==> src/rtl/wb_pkg.sv <==
// wb_pkg: shared widths and the write-back request type for the write-back arbiter.
package wb_pkg;
  localparam int XLEN = 32;
  localparam int REG_AW = 5;
  localparam int NREGS = 1 << REG_AW;
  typedef struct packed {
    logic [REG_AW-1:0] addr;
    logic [XLEN-1:0]   data;
  } wb_req_t;
endpackage

==> src/rtl/wb_fifo.sv <==
// wb_fifo: in-order holding FIFO for load results, exposing per-entry valid bits and destinations.
module wb_fifo
  import wb_pkg::*;
#(
  parameter int DEPTH = 4,
  localparam int AW = $clog2(DEPTH)
) (
  input  logic                          i_clk,
  input  logic                          i_rst_n,
  input  logic                          i_push,
  input  wb_req_t                       i_data,
  input  logic                          i_pop,
  output wb_req_t                       o_head,
  output logic                          o_full,
  output logic                          o_empty,
  output logic [AW:0]                   o_count,
  output logic [DEPTH-1:0]              o_valid,
  output logic [DEPTH-1:0][REG_AW-1:0]  o_addr
);
  wb_req_t           r_mem [DEPTH];
  logic [AW-1:0]     r_wptr, r_rptr;
  logic [AW:0]       r_count;
  logic [DEPTH-1:0]  r_valid;
  logic              w_push, w_pop;
  logic [DEPTH-1:0]  w_set, w_clr;
  assign o_full  = r_count == (AW+1)'(DEPTH);
  assign o_empty = r_count == '0;
  assign w_push  = i_push & ~o_full;
  assign w_pop   = i_pop & ~o_empty;
  assign w_set   = DEPTH'(w_push) << r_wptr;
  assign w_clr   = DEPTH'(w_pop) << r_rptr;
  always_ff @(posedge i_clk or negedge i_rst_n) begin
    if (!i_rst_n) begin
      r_wptr  <= '0;
      r_rptr  <= '0;
      r_count <= '0;
      r_valid <= '0;
    end else begin
      if (w_push) r_wptr <= r_wptr + AW'(1);
      if (w_pop) r_rptr <= r_rptr + AW'(1);
      r_count <= r_count + (AW+1)'(w_push) - (AW+1)'(w_pop);
      r_valid <= (r_valid & ~w_clr) | w_set;
    end
  end
  always_ff @(posedge i_clk) begin
    if (w_push) r_mem[r_wptr] <= i_data;
  end
  always_comb begin
    for (int i = 0; i < DEPTH; i++) o_addr[i] = r_mem[i].addr;
  end
  assign o_head  = r_mem[r_rptr];
  assign o_count = r_count;
  assign o_valid = r_valid;
endmodule

==> src/rtl/wb_arbiter.sv <==
// wb_arbiter: merges the never-stalled ALU stream with buffered LSU load results onto one register-file write port.
module wb_arbiter
  import wb_pkg::*;
#(
  parameter int DEPTH = 4
) (
  input  logic                      i_clk,
  input  logic                      i_rst_n,
  input  logic                      i_alu_valid,
  input  logic [REG_AW-1:0]         i_alu_rd_addr,
  input  logic [XLEN-1:0]           i_alu_rd_data,
  input  logic                      i_lsu_valid,
  output logic                      o_lsu_ready,
  input  logic [REG_AW-1:0]         i_lsu_rd_addr,
  input  logic [XLEN-1:0]           i_lsu_rd_data,
  output logic                      o_rd_wren,
  output logic [REG_AW-1:0]         o_rd_addr,
  output logic [XLEN-1:0]           o_rd_data,
  output logic [$clog2(DEPTH):0]    o_fifo_count,
  output logic [NREGS-1:0]          o_pending_mask
);
  wb_req_t                      w_alu, w_lsu, w_head, w_sel;
  logic                         w_full, w_empty, w_acc, w_push, w_pop, w_issue;
  logic [DEPTH-1:0]             w_valid;
  logic [DEPTH-1:0][REG_AW-1:0] w_addr;
  logic [NREGS-1:0]             w_mask;
  logic                         r_wren;
  logic [REG_AW-1:0]            r_addr;
  logic [XLEN-1:0]              r_data;
  assign w_alu = '{addr: i_alu_rd_addr, data: i_alu_rd_data};
  assign w_lsu = '{addr: i_lsu_rd_addr, data: i_lsu_rd_data};
  // Ready is gated by reset so nothing is accepted while the FIFO is being cleared.
  assign o_lsu_ready = i_rst_n & ~w_full;
  assign w_acc   = i_lsu_valid & o_lsu_ready;
  assign w_pop   = ~i_alu_valid & ~w_empty;
  assign w_push  = w_acc & (i_alu_valid | ~w_empty);
  assign w_issue = i_alu_valid | ~w_empty | w_acc;
  assign w_sel   = i_alu_valid ? w_alu : ~w_empty ? w_head : w_lsu;
  wb_fifo #(.DEPTH(DEPTH)) u_fifo (
    .i_clk   (i_clk),
    .i_rst_n (i_rst_n),
    .i_push  (w_push),
    .i_data  (w_lsu),
    .i_pop   (w_pop),
    .o_head  (w_head),
    .o_full  (w_full),
    .o_empty (w_empty),
    .o_count (o_fifo_count),
    .o_valid (w_valid),
    .o_addr  (w_addr)
  );
  always_comb begin
    w_mask = '0;
    for (int i = 0; i < DEPTH; i++) if (w_valid[i]) w_mask[w_addr[i]] = 1'b1;
    w_mask[0] = 1'b0;
  end
  always_ff @(posedge i_clk or negedge i_rst_n) begin
    if (!i_rst_n) begin
      r_wren <= 1'b0;
      r_addr <= '0;
      r_data <= '0;
    end else begin
      r_wren <= w_issue & (w_sel.addr != '0);
      if (w_issue) begin
        r_addr <= w_sel.addr;
        r_data <= w_sel.data;
      end
    end
  end
  assign o_rd_wren      = r_wren;
  assign o_rd_addr      = r_addr;
  assign o_rd_data      = r_data;
  assign o_pending_mask = w_mask;
endmodule
==> config.mk <==
export PLATFORM = sky130hd
export DESIGN_NAME = wb_arbiter
export DESIGN_NICKNAME = d
export VERILOG_FILES = /design/src/rtl/wb_pkg.sv /design/src/rtl/wb_fifo.sv /design/src/rtl/wb_arbiter.sv
export SDC_FILE = /design/constraint.sdc
export NUM_CORES = 1
export LEC_CHECK = 0
export ABC_CLOCK_PERIOD_IN_PS = 3200
export CORE_MARGIN = 5
export CORE_UTILIZATION = 53
export CTS_BUF_LIST = sky130_fd_sc_hd__clkbuf_2 sky130_fd_sc_hd__clkbuf_4 sky130_fd_sc_hd__clkbuf_8
export DETAILED_ROUTE_END_ITERATION = 8
export MAX_ROUTING_LAYER = met4
export PLACE_DENSITY = 0.9
export SETUP_SLACK_MARGIN = 0.05
export SYNTH_ARGS = -nofsm -noshare
export SYNTH_HDL_FRONTEND = slang
export SYNTH_SLANG_ARGS = --single-unit
==> constraint.sdc <==
create_clock -name i_clk -period 3.2 [get_ports i_clk]
set_input_delay 0.48 -clock i_clk [delete_from_list [all_inputs] [get_ports i_clk]]
set_output_delay 0.48 -clock i_clk [all_outputs]
set_load 0.05 [all_outputs]
After elaboration in Yosys (flattened, before gate mapping)
Memory sizes are Yosys's and may differ from the RTL's.
Index checks and enable logic that the tools add are counted.
- $add $sub $neg: 4
- $lt $le $gt $ge: 8
- equality and inequality tests: 1
- shifts and indexed selects: 2
- muxes and demuxes: 16
- bitwise gates (word level): 18
- reduce and logical (&&, ||, !) cells: 6
- operators by type and width (cell ; number):
    $mux 32 ; 4
    $or 32x32->32 ; 3
    $mux 37 ; 2
    $lt 5x6->1 const B ; 4
    $demux 1 s5 ; 4
    $ge 5x1->1 const B ; 4
    $shl 1x2->4 ; 2
    $and 1x1->1 ; 7
    $mux 1 ; 6
    $reduce_bool 5->1 ; 1
    $add 2x1->2 const B ; 2
    $and 4x4->4 ; 1
    $logic_and 1x1->1 ; 4
    $not 4->4 ; 1
    $or 4x4->4 ; 1
    $add 3x1->3 ; 1
    $eq 3x3->1 const B ; 1
    $logic_not 3->1 ; 1
    $not 1->1 ; 3
    $sub 3x1->3 ; 1
    $or 1x1->1 ; 2
- bits in registers: 49
- RAM bits: 148
- bits of input ports: 78
- output and inout port bits: 74
- word-level logic and storage cells: 63
- memories kept: 1
- memories (name ; words ; bits a word ; rd ports ; clocked after Yosys merged registers in ; write ports ; RTL line ; RTL):
    u_fifo.r_mem ; 4 ; 37 ; 5 ; 0 ; 1 ; wb_fifo.sv:20 ; wb_req_t r_mem [DEPTH];

Depth between registers and ports, before layout
Gate-level depths: netlist of the first run.
An unclocked memory read counts as a cell.
- depth in word-level cells: 12
- mapped depth: 12
- gate-level depth less buffers: 10

By module
From an unflattened synthesis of the first run, not the netlist that was laid out.
- cells, all modules: 656
- area total of the unflattened synthesis: 9221.3 um^2
- by module, submodules not included (module ; instances ; cells an instance ; area each (um^2) ; seq. area each (um^2)):
    wb_fifo ; 1 ; 265 ; 6077.1 ; 4719.5
    wb_arbiter ; 1 ; 391 ; 3144.3 ; 950.9

Worst setup path after synthesis of the first run
No wires, ideal clock.
- path kind: register to register
- start: reg u_fifo.r_count[2] (netlist: u_fifo.o_count[2])
- end: reg u_fifo.r_count[2] (netlist: u_fifo.o_count[2])
- library setup time: 124 ps
- data arrival time: 2639 ps
- data required time: 3076 ps
- setup slack: 437 ps
- stages on the path, launching flop included: 13
- buffers on the path: 2
- period minus slack after synthesis: 2763 ps
- path through: dfrtp_1 -> buf_2 -> nor3_1 -> or2_2 -> inv_2 -> buf_2 -> ha_1 -> inv_1 -> ha_1 -> inv_1 -> fa_1 -> xnor2_1 -> xnor2_1
- elaborated cells on any way between the ends: 13
- classes of those cells: add/sub: 2; eq/ne: 1; bitwise: 9; reduce/logical: 1
- RTL lines (item ; RTL line ; RTL):
    start, declared ; wb_fifo.sv:22 ; logic [AW:0] r_count;
    start signal, assigned ; wb_fifo.sv:41 ; r_count <= r_count + (AW+1)'(w_push) - (AW+1)'(w_pop);
    $logic_not 3->1 (*) ; wb_fifo.sv:27 ; assign o_empty = r_count == '0;
    $not 1->1 (*) ; wb_fifo.sv:29, wb_arbiter.sv:35 ;
    $and 1x1->1 ; wb_arbiter.sv:35 ; assign w_pop = ~i_alu_valid & ~w_empty;
    $and 1x1->1 (*) ; wb_fifo.sv:29 ; assign w_pop = i_pop & ~o_empty;
    named net u_fifo.w_pop ; wb_fifo.sv:24 ; logic w_push, w_pop;
    $sub 3x1->3 (*) ; wb_fifo.sv:41 ;
The timed path passes the listed nets; every way through them passes the cells marked *.
A chain may end at the register's enable or synchronous reset.

==> run_results.csv, run 1 <==
group,metric,value,unit
logic_synthesis,synth_area_leaders,"edfxtp_1, dfrtp_1, mux4_2, a222oi_1, a21oi_1",
timing,rsz0062_at_grt,"no",
logic_synthesis,synthAdderAreaFrac,1.08,%
clocking,clock_path_buffers,2,
final_layout,final_util,66.8,%
clocking,cts_max_level,4,
logic_synthesis,synth-edff-count,148,
pwr,leakage,4.05,nW
timing,finalSetupTns,0,ns
logic_synthesis,synth_most_common_cell,"edfxtp_1",
global_route,grt_pass1_vias,6760,
pwr,intPower,5.35,mW
clocking,clkTransAtPathRegs,0.10,ns
logic_synthesis,yosysWarnings,0,
floorplanning,start_util,53.5,%
place,dp.cells,934,
timing,setup_viol,0,
route,postRouteAntennaNets,0,
logic_synthesis,synth_top_family_by_area,"compound AO/OA/AOI/OAI gates",
floorplanning,die_y,139,microns
timing,hold_viol,0,
logic_synthesis,synth_seq_area_share,64.6,%
logic_synthesis,syn_nets,675,
final_layout,area_delta_synth_final,24.8,%
outcome,status,"completed",
timing,hold_ws,0.0677,ns
setup_path,r2r.worst_path.cells,10,
final_layout,antenna_cells,0,
route,first_pass_iters,8,
final_layout,fin_nets,818,
clocking,cts-buffers-inserted,17,
place,portBuffers,150,
logic_synthesis,muxShareOfSynthArea,9.50,%
pwr,power.share.clock,17.2,%
place,dp_slack,0.379,ns
logic_synthesis,syn-cell-area,8780,sq um
logic_synthesis,synth_xor_xnor_area_share,0.499,%
final_layout,drive_above_1_share,14.7,%
logic_synthesis,synthTopCellsByCount,"edfxtp_1, nor2_1, dfrtp_1",
clocking,cts_root_buffer,"clkbuf_8",
logic_synthesis,ys.flop_type,"edfxtp_1",
pwr,vdd_drop_max,0.621,mV
place,place_congestion,0.915,
setup_path,reg2reg_slack,0.81,ns
clocking,clock_latency,0.45,ns
timing,slew-limit-headroom,19.4,%
pwr,p_switching,3.55,mW
setup_path,arrival,2.57,ns
route,num_vias,6450,
route,drt_iter0_markers,786,
floorplanning,core_area,16400,sq um
logic_synthesis,synth-seq-cells,197,
logic_synthesis,avgSynthCellArea,14.9,sq um
timing,worst_slew_pin_slew,1.21,ns
global_route,track_usage,27.4,%
global_route,grt_pass1_wl,39600,microns
setup_path,r2r_start,"u_fifo.o_count[2]",
setup_path,critPathLaunchType,"flop",
timing,drv_slew,0,
global_route,grt_max_degree,73,
clocking,cts_tree,"done",
logic_synthesis,yosysTopAreaCellShare,50.6,%
timing,clock_skew,0.0184,ns
final_layout,fillers,1064,
logic_synthesis,async_reset_ff_share,24.9,%
route,wirelength,25500,microns
timing,min_period,3.05,ns
setup_path,critical_path.max_fanout,7,
place,dp_hpwl,17800,microns
hold_path,hold_path.class,"input pin to async pin",
timing,layout_worst_path_cycle_share,95.2,%
run,drv_cap,0,
logic_synthesis,ys_types,50,
setup_path,r2r_end,"u_fifo.o_count[2]",
global_route,grt.overflow.total,0,
setup_path,critPathKind,"flop to primary output",
floorplanning,ios,152,
pwr,sequentialPowerShare,41.4,%
logic_synthesis,yosys.area_share.simple,8.50,%
route,avgRoutedWirePerCell,26.4,microns
timing,fmax,0.328,GHz
pwr,p_comb_share,41.3,%
final_layout,multi_input_area,2870,sq um
pwr,power_density,813,nW/um^2
floorplanning,num_rows,47,
setup_path,end_kind,"primary output",
final_layout,final_cells,966,
logic_synthesis,syn_inst,590,
logic_synthesis,yosys.area.top_type,"edfxtp_1",
floorplanning,die_area,19200,sq um
clocking,clock-sinks,197,
route,vias_per_cell,6.68,
route,drc,0,
global_route,antenna_found_initial,0,
floorplanning,die_x,139,microns
pwr,switching_share,39.9,%
final_layout,final-seq-area,5670,sq um
timing,setup_slack,0.153,ns
setup_path,worstPathRequired,2.72,ns
logic_synthesis,synth_compound_area_share,13.0,%
==> cells in the final DEF (no fill, tap or decap), drive strengths merged, types with 2 or more instances in the layout <==
cell type,instances
nor2b,2
nand3b,14
clkdlybuf4s50,121
or3,3
a222oi,35
dlygate4sd2,10
o21ai,2
a221o,10
and3,4
o22ai,8
nand3,9
and2,6
inv,17
and3b,6
dlymetal6s2s,16
xnor2,5
or2,4
a21oi,46
or3b,5
clkbuf,19
dfrtp,49
edfxtp,148
nand2,16
a32oi,2
mux4,37
a22oi,9
buf,22
nand2b,2
o221ai,20
nor2,55
o32ai,2
nor3,3
nor3b,8
ha,6
clkinv,7
o2bb2ai,3
==> metrics by stage <==
step | area [sq um] | power (mW)
after floorplan | 8780 | 6.08
after global placement | 10500 | 7.24
after detailed placement | 10500 | 7.39
after CTS | 10900 | 8.92
after global routing | 11000 | 9.29
final | 11000 | 8.90
==> sequential cells by signal, summed over array words and instances (netlist names) <==
register,flops
u_fifo.r_wptr,2
u_fifo.r_rptr,2
u_fifo.o_valid,4
o_rd_wren,1
u_fifo.o_count,3
o_rd_addr,5
u_fifo.r_mem,148
o_rd_data,32
==> worst max-delay path by stage <==
| stage | from | endpoint | depth (start not counted) |
|---|---|---|---|
| 2_1_floorplan | u_fifo.o_count[2] | u_fifo.o_count[2] | 12 |
| 3_3_place_gp | u_fifo.r_mem[3][32] | o_pending_mask[12] | 4 |
| 3_5_place_dp | u_fifo.r_mem[3][33] | o_pending_mask[12] | 4 |
| 4_1_cts | u_fifo.r_mem[1][32] | o_pending_mask[26] | 4 |
| 5_1_grt | u_fifo.r_mem[0][33] | o_pending_mask[30] | 5 |
| 6_report | u_fifo.r_mem[3][33] | o_pending_mask[12] | 4 |
==> critical path: stages, from the launching register on <==
cell	delay (ns)
edfxtp_1	0.49
or3b_2	0.62
o32ai_1	0.29
a221o_1	0.19
dlygate4sd2_1	0.54
==> power by group through the flow <==
stage | clock, mW | combinational [mW] | sequential, mW
3_5_place_dp | 0 | 3.67 | 3.72
4_1_cts | 1.54 | 3.69 | 3.68
5_1_grt | 1.67 | 3.87 | 3.75
6_report | 1.53 | 3.68 | 3.69
2_1_floorplan | 0 | 1.68 | 4.39
3_3_place_gp | 0 | 3.57 | 3.67
==> per-layer routing <==
| metal | track usage, % | vias to the layer above | wire (microns) |
|---|---|---|---|
| met1 | 33.8 | 3214 | 9520 |
| met5 | - | - | 0 |
| met3 | 5.48 | 63 | 2230 |
| met2 | 45.8 | 481 | 13000 |
| met4 | 9.58 | 0 | 837 |
| li1 | - | 2692 | - |
==> cell families (layout without fill, tap and decap cells) <==
logic type / after synthesis / count (layout)
AO/OA/AOI/OAI: 147 / 147
XOR/XNOR: 5 / 5
adder cells (fa/ha/maj): 7 / 7
buffers and inverters: 58 / 214
flip-flops: 197 / 197
multiplexers: 37 / 37
other: 1 / 1
AND/OR/NAND/NOR: 138 / 138
==> timing repair <==
action,in CTS,in global routing
endpoints found under the setup margin,11,16
setup buffers,0,0
resized for setup,11,16
hold buffers,0,0
==> area by class of cell <==
cell class / count / area share [%]
clock buffers: 19 / 2.33
clock inverters: 13 / 1.12
inverters: 13 / 0.446
multi-input cells: 335 / 26.2
flip-flops and latches: 197 / 51.8
well taps: 220 / 2.51
repair buffers: 169 / 15.6
Power figures use the tool's default switching activity.
==> run 2: changes to the inputs <==
--- a/config.mk
+++ b/config.mk
@@ -5,13 +5,12 @@
 export SDC_FILE = /design/constraint.sdc
 export NUM_CORES = 1
 export LEC_CHECK = 0
-export ABC_CLOCK_PERIOD_IN_PS = 3200
 export CORE_MARGIN = 5
-export CORE_UTILIZATION = 53
+export CORE_UTILIZATION = 55
 export CTS_BUF_LIST = sky130_fd_sc_hd__clkbuf_2 sky130_fd_sc_hd__clkbuf_4 sky130_fd_sc_hd__clkbuf_8
 export DETAILED_ROUTE_END_ITERATION = 8
 export MAX_ROUTING_LAYER = met4
-export PLACE_DENSITY = 0.9
+export PLACE_DENSITY = 0.93
 export SETUP_SLACK_MARGIN = 0.05
 export SYNTH_ARGS = -nofsm -noshare
 export SYNTH_HDL_FRONTEND = slang
==> run_results.csv, run 2 (synthesized netlist as in run 1, its figures left out) <==
group,metric,value,unit
outcome,status,"completed",
pwr,leakage,3.99,nW
route,postRouteAntennaNets,0,
route,num_vias,6522,
timing,finalSetupTns,0,ns
setup_path,critical_path.max_fanout,9,
global_route,track_usage,29.2,%
global_route,grt_pass1_vias,6748,
timing,hold_viol,0,
floorplanning,die_area,18600,sq um
floorplanning,ios,152,
place,place_congestion,0.951,
global_route,use_met2,47.1,%
global_route,grt_pass1_wl,39100,microns
timing,rsz0062_at_grt,"no",
place,dp_hpwl,17200,microns
floorplanning,start_util,55.6,%
final_layout,registers.top_by_ff_count,"u_fifo.r_mem",
final_layout,final_cell_mix,"edfxtp_1, clkdlybuf4s50_1, nor2_1",
route,vias_per_cell,6.77,
run,drv_cap,0,
timing,min_period,3.09,ns
final_layout,layout_commonest_cell,"edfxtp_1",
final_layout,fin_nets,818,
place,portBuffers,150,
setup_path,cpPeakStageDelay,0.86,ns
clocking,clkTransAtPathRegs,0.10,ns
setup_path,arrival,2.61,ns
timing,hold_ws,0.393,ns
clocking,cts_root_buffer,"clkbuf_8",
clocking,postCtsSetupBuffers,0,
global_route,gr-usage-met3,7.07,%
final_layout,final_util,69.7,%
hold_path,hp-start,"i_alu_valid",
final_layout,largest_reg_flops,148,
clocking,clock_latency,0.45,ns
global_route,grt-busiest-layer,"met2",
timing,slew-limit-headroom,18.0,%
setup_path,r2r_start,"u_fifo.o_count[2]",
setup_path,end_kind,"primary output",
route,avgRoutedWirePerCell,26.9,microns
final_layout,fin_area,11000,sq um
setup_path,critPathLaunchType,"flop",
route,drc,0,
setup_path,worstPathRequired,2.72,ns
setup_path,r2r.worst_path.cells,11,
setup_path,reg2reg_slack,0.48,ns
global_route,grt.overflow.total,0,
floorplanning,die_x,136,microns
floorplanning,num_rows,46,
setup_path,path_cells,"or3b_2 > o221ai_1 > clkdlybuf4s50_1",
final_layout,drive_above_1_share,15.1,%
global_route,grt_max_degree,73,
hold_path,holdPathStages,3,
route,drt_iter0_markers,928,
timing,clock_skew,0.0124,ns
place,dpl_cell_area,10500,sq um
setup_path,r2r_end,"u_fifo.o_count[2]",
clocking,cts-buffers-inserted,17,
setup_path,cp_slowest_cell,"clkdlybuf4s50_1",
global_route,grt_util_met1,35.8,%
clocking,cts_max_level,4,
clocking,cts_tree,"done",
place,dp.cells,929,
setup_path,critPathKind,"flop to primary output",
floorplanning,core_area,15800,sq um
final_layout,fillers,993,
hold_path,hold_path.class,"input pin to flop",
pwr,vdd_drop_max,0.668,mV
hold_path,holdPathEnd,"u_fifo.r_rptr[0]",
timing,fmax,0.323,GHz
final_layout,area_delta_synth_final,25.2,%
global_route,antenna_found_initial,0,
timing,drv_slew,0,
floorplanning,die_y,136,microns
timing,setup_viol,0,
timing,layout_worst_path_cycle_share,96.7,%
route,first_pass_iters,9,
clocking,clock-sinks,197,
timing,worst_slew_pin_slew,1.23,ns
final_layout,final_cells,963,
pwr,power_density,827,nW/um^2
route,wirelength,25900,microns
clocking,clock_path_buffers,2,
==> run 2: changes by cell type in the layout (fill, tap and decap cells not counted), moves of 2 or more <==
cell             delta
clkdlybuf4s50_1     +4
dlymetal6s2s_1      -4
dlygate4sd2_1       -3
inv_8               +3
clkinv_2            -2
==> run 2: worst max-delay path by stage <==
| stage | from | endpoint | slack (ns) |
|---|---|---|---|
| after floorplan | u_fifo.o_count[2] | u_fifo.o_count[2] | 0.44 |
| after global placement | u_fifo.r_mem[1][36] | o_pending_mask[17] | 0.48 |
| after detailed placement | u_fifo.r_mem[3][32] | o_pending_mask[12] | 0.47 |
| after CTS | u_fifo.r_mem[0][34] | o_pending_mask[11] | 0.05 |
| after global routing | u_fifo.r_mem[0][33] | o_pending_mask[5] | 0.05 |
| final | u_fifo.r_mem[2][34] | o_pending_mask[11] | 0.11 |
==> run 2: through the flow <==
| step | power, mW | worst slack, ns |
|---|---|---|
| final | 9.09 | 0.107 |
| after global routing | 9.43 | 0.0532 |
| after CTS | 9.08 | 0.0545 |
| after detailed placement | 7.40 | 0.472 |
| after global placement | 7.24 | 0.479 |
| after floorplan | 6.08 | 0.437 |
==> run 2: report_power, final <==
group	leakage, nW	internal (mW)	switching (mW)	total, mW
sequential	1.92	3.25	0.442	3.70
combinational	1.85	1.45	2.30	3.75
clock	0.211	0.731	0.912	1.64
total	3.99	5.44	3.65	9.09
==> run 2: layout make-up <==
cell class	instances	area (sq um)	area share, %
antenna	1	2.50	0.0228
clock buffer	17	234	2.13
clock inverter	15	181	1.65
inverter	13	48.8	0.444
multi-input combinational	335	2870	26.1
sequential	197	5670	51.6
tap	216	270	2.46
timing repair buffer	169	1710	15.6
==> run 2: metal layers <==
metal,vias to the layer above,share of wire (%)
met5,-,0
met4,0,3.6
met3,83,10
met2,510,50
met1,3221,36
li1,2708,-
==> run 2: worst max-delay path: cells and delay by family, from the launching register on <==
kind	cells	cell delay (ns)
AOI/OAI and AO/OA	1	0.21
buffers and inverters	1	0.86
DFF	1	0.53
and+or+nand+nor	1	0.57
==> run 2: repair_timing <==
item / CTS / global route
endpoints found under the setup margin: 7 / 14
hold endpoints to repair: 4 / 0
hold buffers: 1 / 0
resized for setup: 7 / 13
==> run 3: changes to the inputs <==
--- a/config.mk
+++ b/config.mk
@@ -12,6 +12,7 @@
 export MAX_ROUTING_LAYER = met4
 export PLACE_DENSITY = 0.93
 export SETUP_SLACK_MARGIN = 0.05
+export SKIP_LAST_GASP = 1
 export SYNTH_ARGS = -nofsm -noshare
 export SYNTH_HDL_FRONTEND = slang
 export SYNTH_SLANG_ARGS = --single-unit
==> results of run 3 <==
The final DEF is identical to that of run 2; final timing and power are the same.
